`config.mk`:
```
export PLATFORM = sky130hd
export DESIGN_NAME = uart_tx_parity
export DESIGN_NICKNAME = d
export VERILOG_FILES = /design/src/rtl/uart_tx_parity.sv
export SDC_FILE = /design/constraint.sdc
export NUM_CORES = 1
export LEC_CHECK = 0
export ABC_AREA = 1
export CORE_ASPECT_RATIO = 0.75
export CORE_MARGIN = 4
export CORE_UTILIZATION = 62
export CTS_CLUSTER_DIAMETER = 120
export DETAILED_ROUTE_END_ITERATION = 10
export PLACE_DENSITY = 0.88
export SYNTH_ARGS = -nofsm -noshare
export SYNTH_HDL_FRONTEND = slang
export SYNTH_SLANG_ARGS = --single-unit
```
`constraint.sdc`:
```
create_clock -name clk_50Mhz -period 4.22 [get_ports clk_50Mhz]
set_clock_uncertainty 0.2 [all_clocks]
set_input_delay 0.844 -clock clk_50Mhz [delete_from_list [all_inputs] [get_ports clk_50Mhz]]
set_output_delay 0.844 -clock clk_50Mhz [all_outputs]
set_load 0.01 [all_outputs]
```
`src/rtl/uart_tx_parity.sv`:
```
// UART transmitter: start bit, 8 data bits LSB first, optional parity bit, stop bit.
// Every output is a flop; a request is accepted on any edge where the block is idle.
module uart_tx_parity #(
  parameter int CLKS_PER_BIT = 5208,
  parameter int PARITY_EN    = 1,
  parameter int PARITY_ODD   = 0
) (
  input  logic       clk_50Mhz,
  input  logic       rst_n,
  input  logic [7:0] tx_data,
  input  logic       tx_send,
  output logic       tx,
  output logic       tx_busy,
  output logic       tx_done
);

  localparam int CW = (CLKS_PER_BIT > 2) ? $clog2(CLKS_PER_BIT) : 1;
  localparam logic [CW-1:0] BAUD_LAST = CW'(CLKS_PER_BIT - 1);

  typedef enum logic [2:0] {
    S_IDLE   = 3'd0,
    S_START  = 3'd1,
    S_DATA   = 3'd2,
    S_PARITY = 3'd3,
    S_STOP   = 3'd4
  } state_t;

  state_t        state_q, state_d;
  logic [CW-1:0] baud_q, baud_d;
  logic [2:0]    bit_q, bit_d;
  logic [7:0]    shift_q, shift_d;
  logic          par_q, par_d;
  logic          tx_q, tx_d;
  logic          busy_q, busy_d;
  logic          done_q, done_d;

  logic baud_end;
  logic par_next;

  assign baud_end = (baud_q == BAUD_LAST);
  // Parity is taken from the byte at acceptance, so later tx_data changes cannot leak in.
  assign par_next = (PARITY_ODD != 0) ? ~^tx_data : ^tx_data;

  always_comb begin
    state_d = state_q;
    baud_d  = baud_q;
    bit_d   = bit_q;
    shift_d = shift_q;
    par_d   = par_q;
    tx_d    = tx_q;
    busy_d  = busy_q;
    done_d  = 1'b0;

    if (state_q != S_IDLE) begin
      baud_d = baud_end ? '0 : baud_q + CW'(1);
    end

    case (state_q)
      S_IDLE: begin
        tx_d   = 1'b1;
        busy_d = 1'b0;
        if (tx_send) begin
          shift_d = tx_data;
          par_d   = par_next;
          state_d = S_START;
          tx_d    = 1'b0;
          busy_d  = 1'b1;
          baud_d  = '0;
          bit_d   = '0;
        end
      end
      S_START: begin
        if (baud_end) begin
          state_d = S_DATA;
          tx_d    = shift_q[0];
        end
      end
      S_DATA: begin
        if (baud_end) begin
          shift_d = {1'b0, shift_q[7:1]};
          if (bit_q == 3'd7) begin
            bit_d = '0;
            if (PARITY_EN != 0) begin
              state_d = S_PARITY;
              tx_d    = par_q;
            end else begin
              state_d = S_STOP;
              tx_d    = 1'b1;
            end
          end else begin
            bit_d = bit_q + 3'd1;
            tx_d  = shift_q[1];
          end
        end
      end
      S_PARITY: begin
        if (baud_end) begin
          state_d = S_STOP;
          tx_d    = 1'b1;
        end
      end
      S_STOP: begin
        tx_d = 1'b1;
        if (baud_end) begin
          state_d = S_IDLE;
          busy_d  = 1'b0;
          done_d  = 1'b1;
        end
      end
      default: begin
        state_d = S_IDLE;
        tx_d    = 1'b1;
        busy_d  = 1'b0;
        baud_d  = '0;
        bit_d   = '0;
      end
    endcase
  end

  always_ff @(posedge clk_50Mhz or negedge rst_n) begin
    if (!rst_n) begin
      state_q <= S_IDLE;
      baud_q  <= '0;
      bit_q   <= '0;
      shift_q <= '0;
      par_q   <= 1'b0;
      tx_q    <= 1'b1;
      busy_q  <= 1'b0;
      done_q  <= 1'b0;
    end else begin
      state_q <= state_d;
      baud_q  <= baud_d;
      bit_q   <= bit_d;
      shift_q <= shift_d;
      par_q   <= par_d;
      tx_q    <= tx_d;
      busy_q  <= busy_d;
      done_q  <= done_d;
    end
  end

  assign tx      = tx_q;
  assign tx_busy = busy_q;
  assign tx_done = done_q;

endmodule

```
Word-level counts from Yosys, hierarchy flattened. Cells that the tools add are included.

Bits in registers: 31. Input bits: 11. Output and inout port bits: 3. Word-level logic and storage cells: 66.

$add $sub $neg: 2. Equality and inequality tests: 12. Mux-type cells: 29. Bitwise gates (word level): 2. Reductions and logical operators: 13.

Operators by type and width (count): 13-bit two-way mux (3); 3-bit two-way mux (9); 13-bit one-hot mux with 2 select lines (1); 8-bit two-way mux (2); 8-bit one-hot mux with 2 select lines (1); 3-bit one-hot mux with 5 select lines (1); 13-bit by 1-bit adder with 13-bit output (second input constant) (1); 13-bit == test (second input constant) (1); 2-bit != test (second input constant) (6); 1-bit two-way mux (9); 3-bit one-hot mux with 3 select lines (1); 3-bit AND reduction (3); 8-bit XOR reduction (1); 3-bit by 2-bit == test with 1-bit output (second input constant) (2); 3-bit == test (second input constant) (2); 6-bit AND reduction (1); 3-bit OR reduction (2); 1-bit one-hot mux with 4 select lines (1); 2-bit AND reduction (2); 4-bit OR reduction (1); 3-bit by 1-bit adder with 3-bit output (second input constant) (1); 3-bit by 1-bit == test with 1-bit output (second input constant) (1); 3-bit logical NOT (1); 1-bit one-hot mux with 3 select lines (1); 3 further kinds (4).

Depth between registers and ports, before layout.
Depth after elaboration: 5. Mapped depth: 10. Mapped depth without buffers: 9.

Least setup slack after synthesis. No wires, ideal clock.

Path kind: register to register. Start point: reg baud_q[0]. End point: reg shift_q[1]. Setup time: 126 ps. Arrival: 1303 ps. Required time: 3894 ps. Slack: 2591 ps. Cell stages (with the launch flop): 8. Buffers on the path: 1. Period minus slack after synthesis: 1629 ps. Cells stage by stage: dfrtp_1 -> ha_1 -> nand2_1 -> nor2_4 -> nand3_4 -> o21ai_4 -> buf_6 -> o21ai_0.

Word-level cells in the longest chain between the ends: 3.

Ends and longest elaborated chain: start, declared (RTL line 29) `logic [CW-1:0] baud_q, baud_d;`; start signal, assigned (RTL line 132) `baud_q <= baud_d;`; 13-bit == test (RTL line 40) `assign baud_end = (baud_q == BAUD_LAST);`; 2-bit != test (no line); 3-bit AND reduction (no line); end signal, assigned (RTL line 134) `shift_q <= shift_d;`; end, declared (RTL line 31) `logic [7:0] shift_q, shift_d;`.

No other way between the ends. A chain may end at the register's enable or synchronous reset.

Worst setup path in the final report.
Start point: reg tx_q, in the netlist tx. End point: out tx.

RTL lines: start, declared (RTL line 33) `logic tx_q, tx_d;`; start signal, assigned (RTL line 136) `tx_q <= tx_d;`; end, declared (RTL line 12) `output logic tx,`.

No word-level cell between the ends.

==> run_results.csv <==
group,metric,value,unit
run_status,status,"finished, final reports clean",
clock_tree,cts_root_buffer,"clkbuf_8",
global_route,grt_use_met2,32.5,%
worst_setup_path,worst-path-buf-inv,1,
worst_setup_path,worstPathRequired,3180,ps
worst_setup_path,path_cells,"clkdlybuf4s50_1",
timing,drv_slew,0,
worst_setup_path,crit_path_max_incr_delay,530,ps
synth,syn-mean-instance-area,7.59,sq um
clock_tree,cts_sinks,31,
clock_tree,cts_tree,"yes",
finish,antennaDiodeCount,0,
power_and_ir_drop,power.leakage,1.05,nW
power_and_ir_drop,p_switching,0.000525,W
clock_tree,postCtsSetupBuffers,0,
global_route,grt_pass1_vias,1555,
global_route,grtUsageMet3,6.14,%
floorplan,rows,17,
clock_tree,path_clk_slew,60,ps
finish,final_layout_size_suffix_gt1_share,10.1,%
power_and_ir_drop,p_per_area,578,nW/um^2
finish,nets,280,
power_and_ir_drop,p_comb_share,43.6,%
place,numPlacedInstances,297,
global_route,grt_max_degree,32,
global_route,antenna_found_initial,0,
finish,layout.cells.non_filler,305,
synth,synthCells,248,
power_and_ir_drop,p_int,0.000713,W
global_route,grtUsageMet1,27.9,%
place,numPortBuffers,13,
synth,yosys.area.top_type_share,39.9,%
floorplan,core,2910,sq um
drt,firstDrtPassIters,4,
timing,max_freq,419,MHz
synth,synth_area,1880,sq um
clock_tree,cts_resized,0,
drt,avgViaCountPerCell,5.22,
synth,synth.yosys.warnings,0,
global_route,grt_first_pass_wirelength,6690,um
place,gp_congestion,0.881,
floorplan,start_util,64.6,%
worst_setup_path,setup.worst_path.start_class,"flip-flop",
worst_setup_path,endpoint_kind,"output port",
worst_setup_path,cpMaxStageDelayCell,"dfstp_2",
drt,antenna_left,0,
worst_setup_path,crit_family,"flip-flops",
floorplan,die_w,71.6,um
clock_tree,clk_latency,280,ps
power_and_ir_drop,peakVddDrop,0.501,mV
floorplan,chipHeight,55.7,um
floorplan,fp.dieArea,3990,sq um
synth,synth-seq-area-share,41.3,%
worst_setup_path,cp.arrival,1340,ps
synth,synth_seq_cells,31,
clock_tree,clockBufferDepth,2,
global_route,overflow,0,
finish,syn_to_final_growth,13.9,%
timing,min_period_over_period,56.6,%
power_and_ir_drop,clkPwrFrac,20.8,%
place,dp_hpwl,2800,um
drt,wl,3800,um
global_route,busiest_layer,"met2",
timing,finalSetupViolations,0,
timing,rsz0062_at_grt,"no",
power_and_ir_drop,pwr-share-seq,35.6,%
drt,drtIter0Drc,94,
timing,fin_setup_tns,0,ps
drt,dr_total_vias,1593,
power_and_ir_drop,swShare,42.4,%
power_and_ir_drop,finalPower,0.00124,W
timing,final_hold_viol_count,0,
global_route,grt_usage,21.0,%
clock_tree,cts.htree.levels,2,
synth,synth_fp_nets,262,
floorplan,pin_count,14,
timing,tightest_slew,393,ps
place,dp_slack,1870,ps
timing,worst_slack,1830,ps
worst_setup_path,critPathKind,"flip-flop to output port",
worst_setup_path,crit_fanout,2,
timing,slew_headroom,73.7,%
clock_tree,cts_hold_buf,0,
synth,synthTopCellsByArea,"dfrtp_1 40%, nand2_1 15%, inv_1 5.8%",
drt,drc,0,
worst_hold_path,hold_class,"flip-flop to flip-flop",
drt,routedWlPerCell,12.5,um
synth,synth.distinct_cells,30,
clock_tree,cts_inserted_buffers,5,
timing,fin_crit,2390,ps
run,cap_violations,0,
synth,yosysTopAreaCell,"dfrtp_1",
## through the flow
stage	utilization [%]	hold WS [ps]	cell area (sq um)
after floorplan	-	249	1880
after global placement	70.1	267	2040
after detailed placement	70.1	286	2040
after CTS	73.6	302	2140
after global routing	73.6	326	2140
final	73.6	296	2140
## final timing paths
path | from | endpoint | slack, ps | cells past startpoint
worst min register to register | par_q | par_q | 300 | 2
worst max register to register | baud_q[0] | shift_q[7] | 2320 | 6
worst max-delay path | tx | tx | 1830 | 1
worst min-delay path | par_q | par_q | 300 | 2
min in group asynchronous | rst_n | baud_q[7] | 760 | 2
max in group asynchronous | rst_n | tx | 2740 | 2
## placed cells by master (no fill, tap or decap)
| cell type | synthesis | routed |
|---|---|---|
| nand2_1 | 75 | 75 |
| dfrtp_1 | 30 | 30 |
| inv_1 | 29 | 29 |
| nor2_1 | 25 | 25 |
| o21ai_0 | 18 | 18 |
| clkdlybuf4s50_1 | 0 | 13 |
| nand3_1 | 11 | 11 |
| xor2_1 | 10 | 10 |
| nand4_1 | 9 | 9 |
| clkbuf_8 | 0 | 7 |
| o21ai_1 | 4 | 4 |
| xnor2_1 | 4 | 4 |
| nor2_4 | 3 | 3 |
| nand2_4 | 3 | 3 |
| a21oi_1 | 3 | 3 |
| ha_1 | 3 | 3 |
| nand2_2 | 2 | 2 |
| inv_2 | 2 | 2 |
| nor2_2 | 2 | 2 |
| nor3_1 | 2 | 2 |
| o21ai_2 | 2 | 2 |
| inv_8 | 1 | 1 |
| o21bai_1 | 1 | 1 |
| nand3_4 | 1 | 1 |
| o22ai_1 | 1 | 1 |
| o21ai_4 | 1 | 1 |
| nand3b_1 | 1 | 1 |
| or2_2 | 1 | 1 |
| clkbuf_1 | 0 | 1 |
| buf_4 | 1 | 1 |
| dfstp_2 | 1 | 1 |
## state kept, by name, indices dropped and copies added (netlist names)
name     cells
baud_q      13
bit_q        3
par_q        1
shift_q      8
state_q      3
tx           1
tx_busy      1
tx_done      1
## routing by layer
| layer | part of all wire, % | vias to the layer above | wire length, um |
|---|---|---|---|
| met4 | 1.8 | 0 | 68 |
| li1 | - | 820 | - |
| met5 | 0 | - | 0 |
| met3 | 5.5 | 8 | 210 |
| met1 | 47 | 716 | 1790 |
| met2 | 45 | 49 | 1730 |
## logic make-up after synthesis
logic type / share of synthesized area, %
AOI/OAI and AO/OA: 9.18
adders and majority gates: 1.99
and+or+nand+nor: 33.0
xor gates and xnor gates: 6.52
DFF: 41.3
buffers and inverters: 8.04
## cell usage after synthesis, drive strengths merged
library cell and instances:
o21ai 25, inv 32, nand3b 1, xnor2 4
dfstp 1, ha 3, or2 1, nand3 12
a21oi 3, nand2 80, buf 3, nor2 30
o22ai 1, xor2 10, dfrtp 30, o21bai 1
nor3 2, nand4 9
## tightest hold or removal path: cells and delay by family (launching register included)
kind             cells  cell delay (ps)
DFF                  1              340
and+or+nand+nor      2              130
## power groups by stage
stage	Sequential [W]	Combinational [W]	Clock (W)
after floorplan	0.000431	0.000422	0
after global placement	0.000440	0.000517	0
after detailed placement	0.000444	0.000539	0
after CTS	0.000441	0.000542	0.000260
after global routing	0.000451	0.000615	0.000274
final	0.000441	0.000540	0.000258
## final cells by class
cell class | instances | area [sq um]
multi-input combinational | 182 | 953
sequential | 31 | 777
fill | 205 | 771
timing repair buffer | 14 | 138
inverter | 32 | 128
clock buffer | 8 | 100
tap | 38 | 47.5
Power figures use the tool's default switching activity.
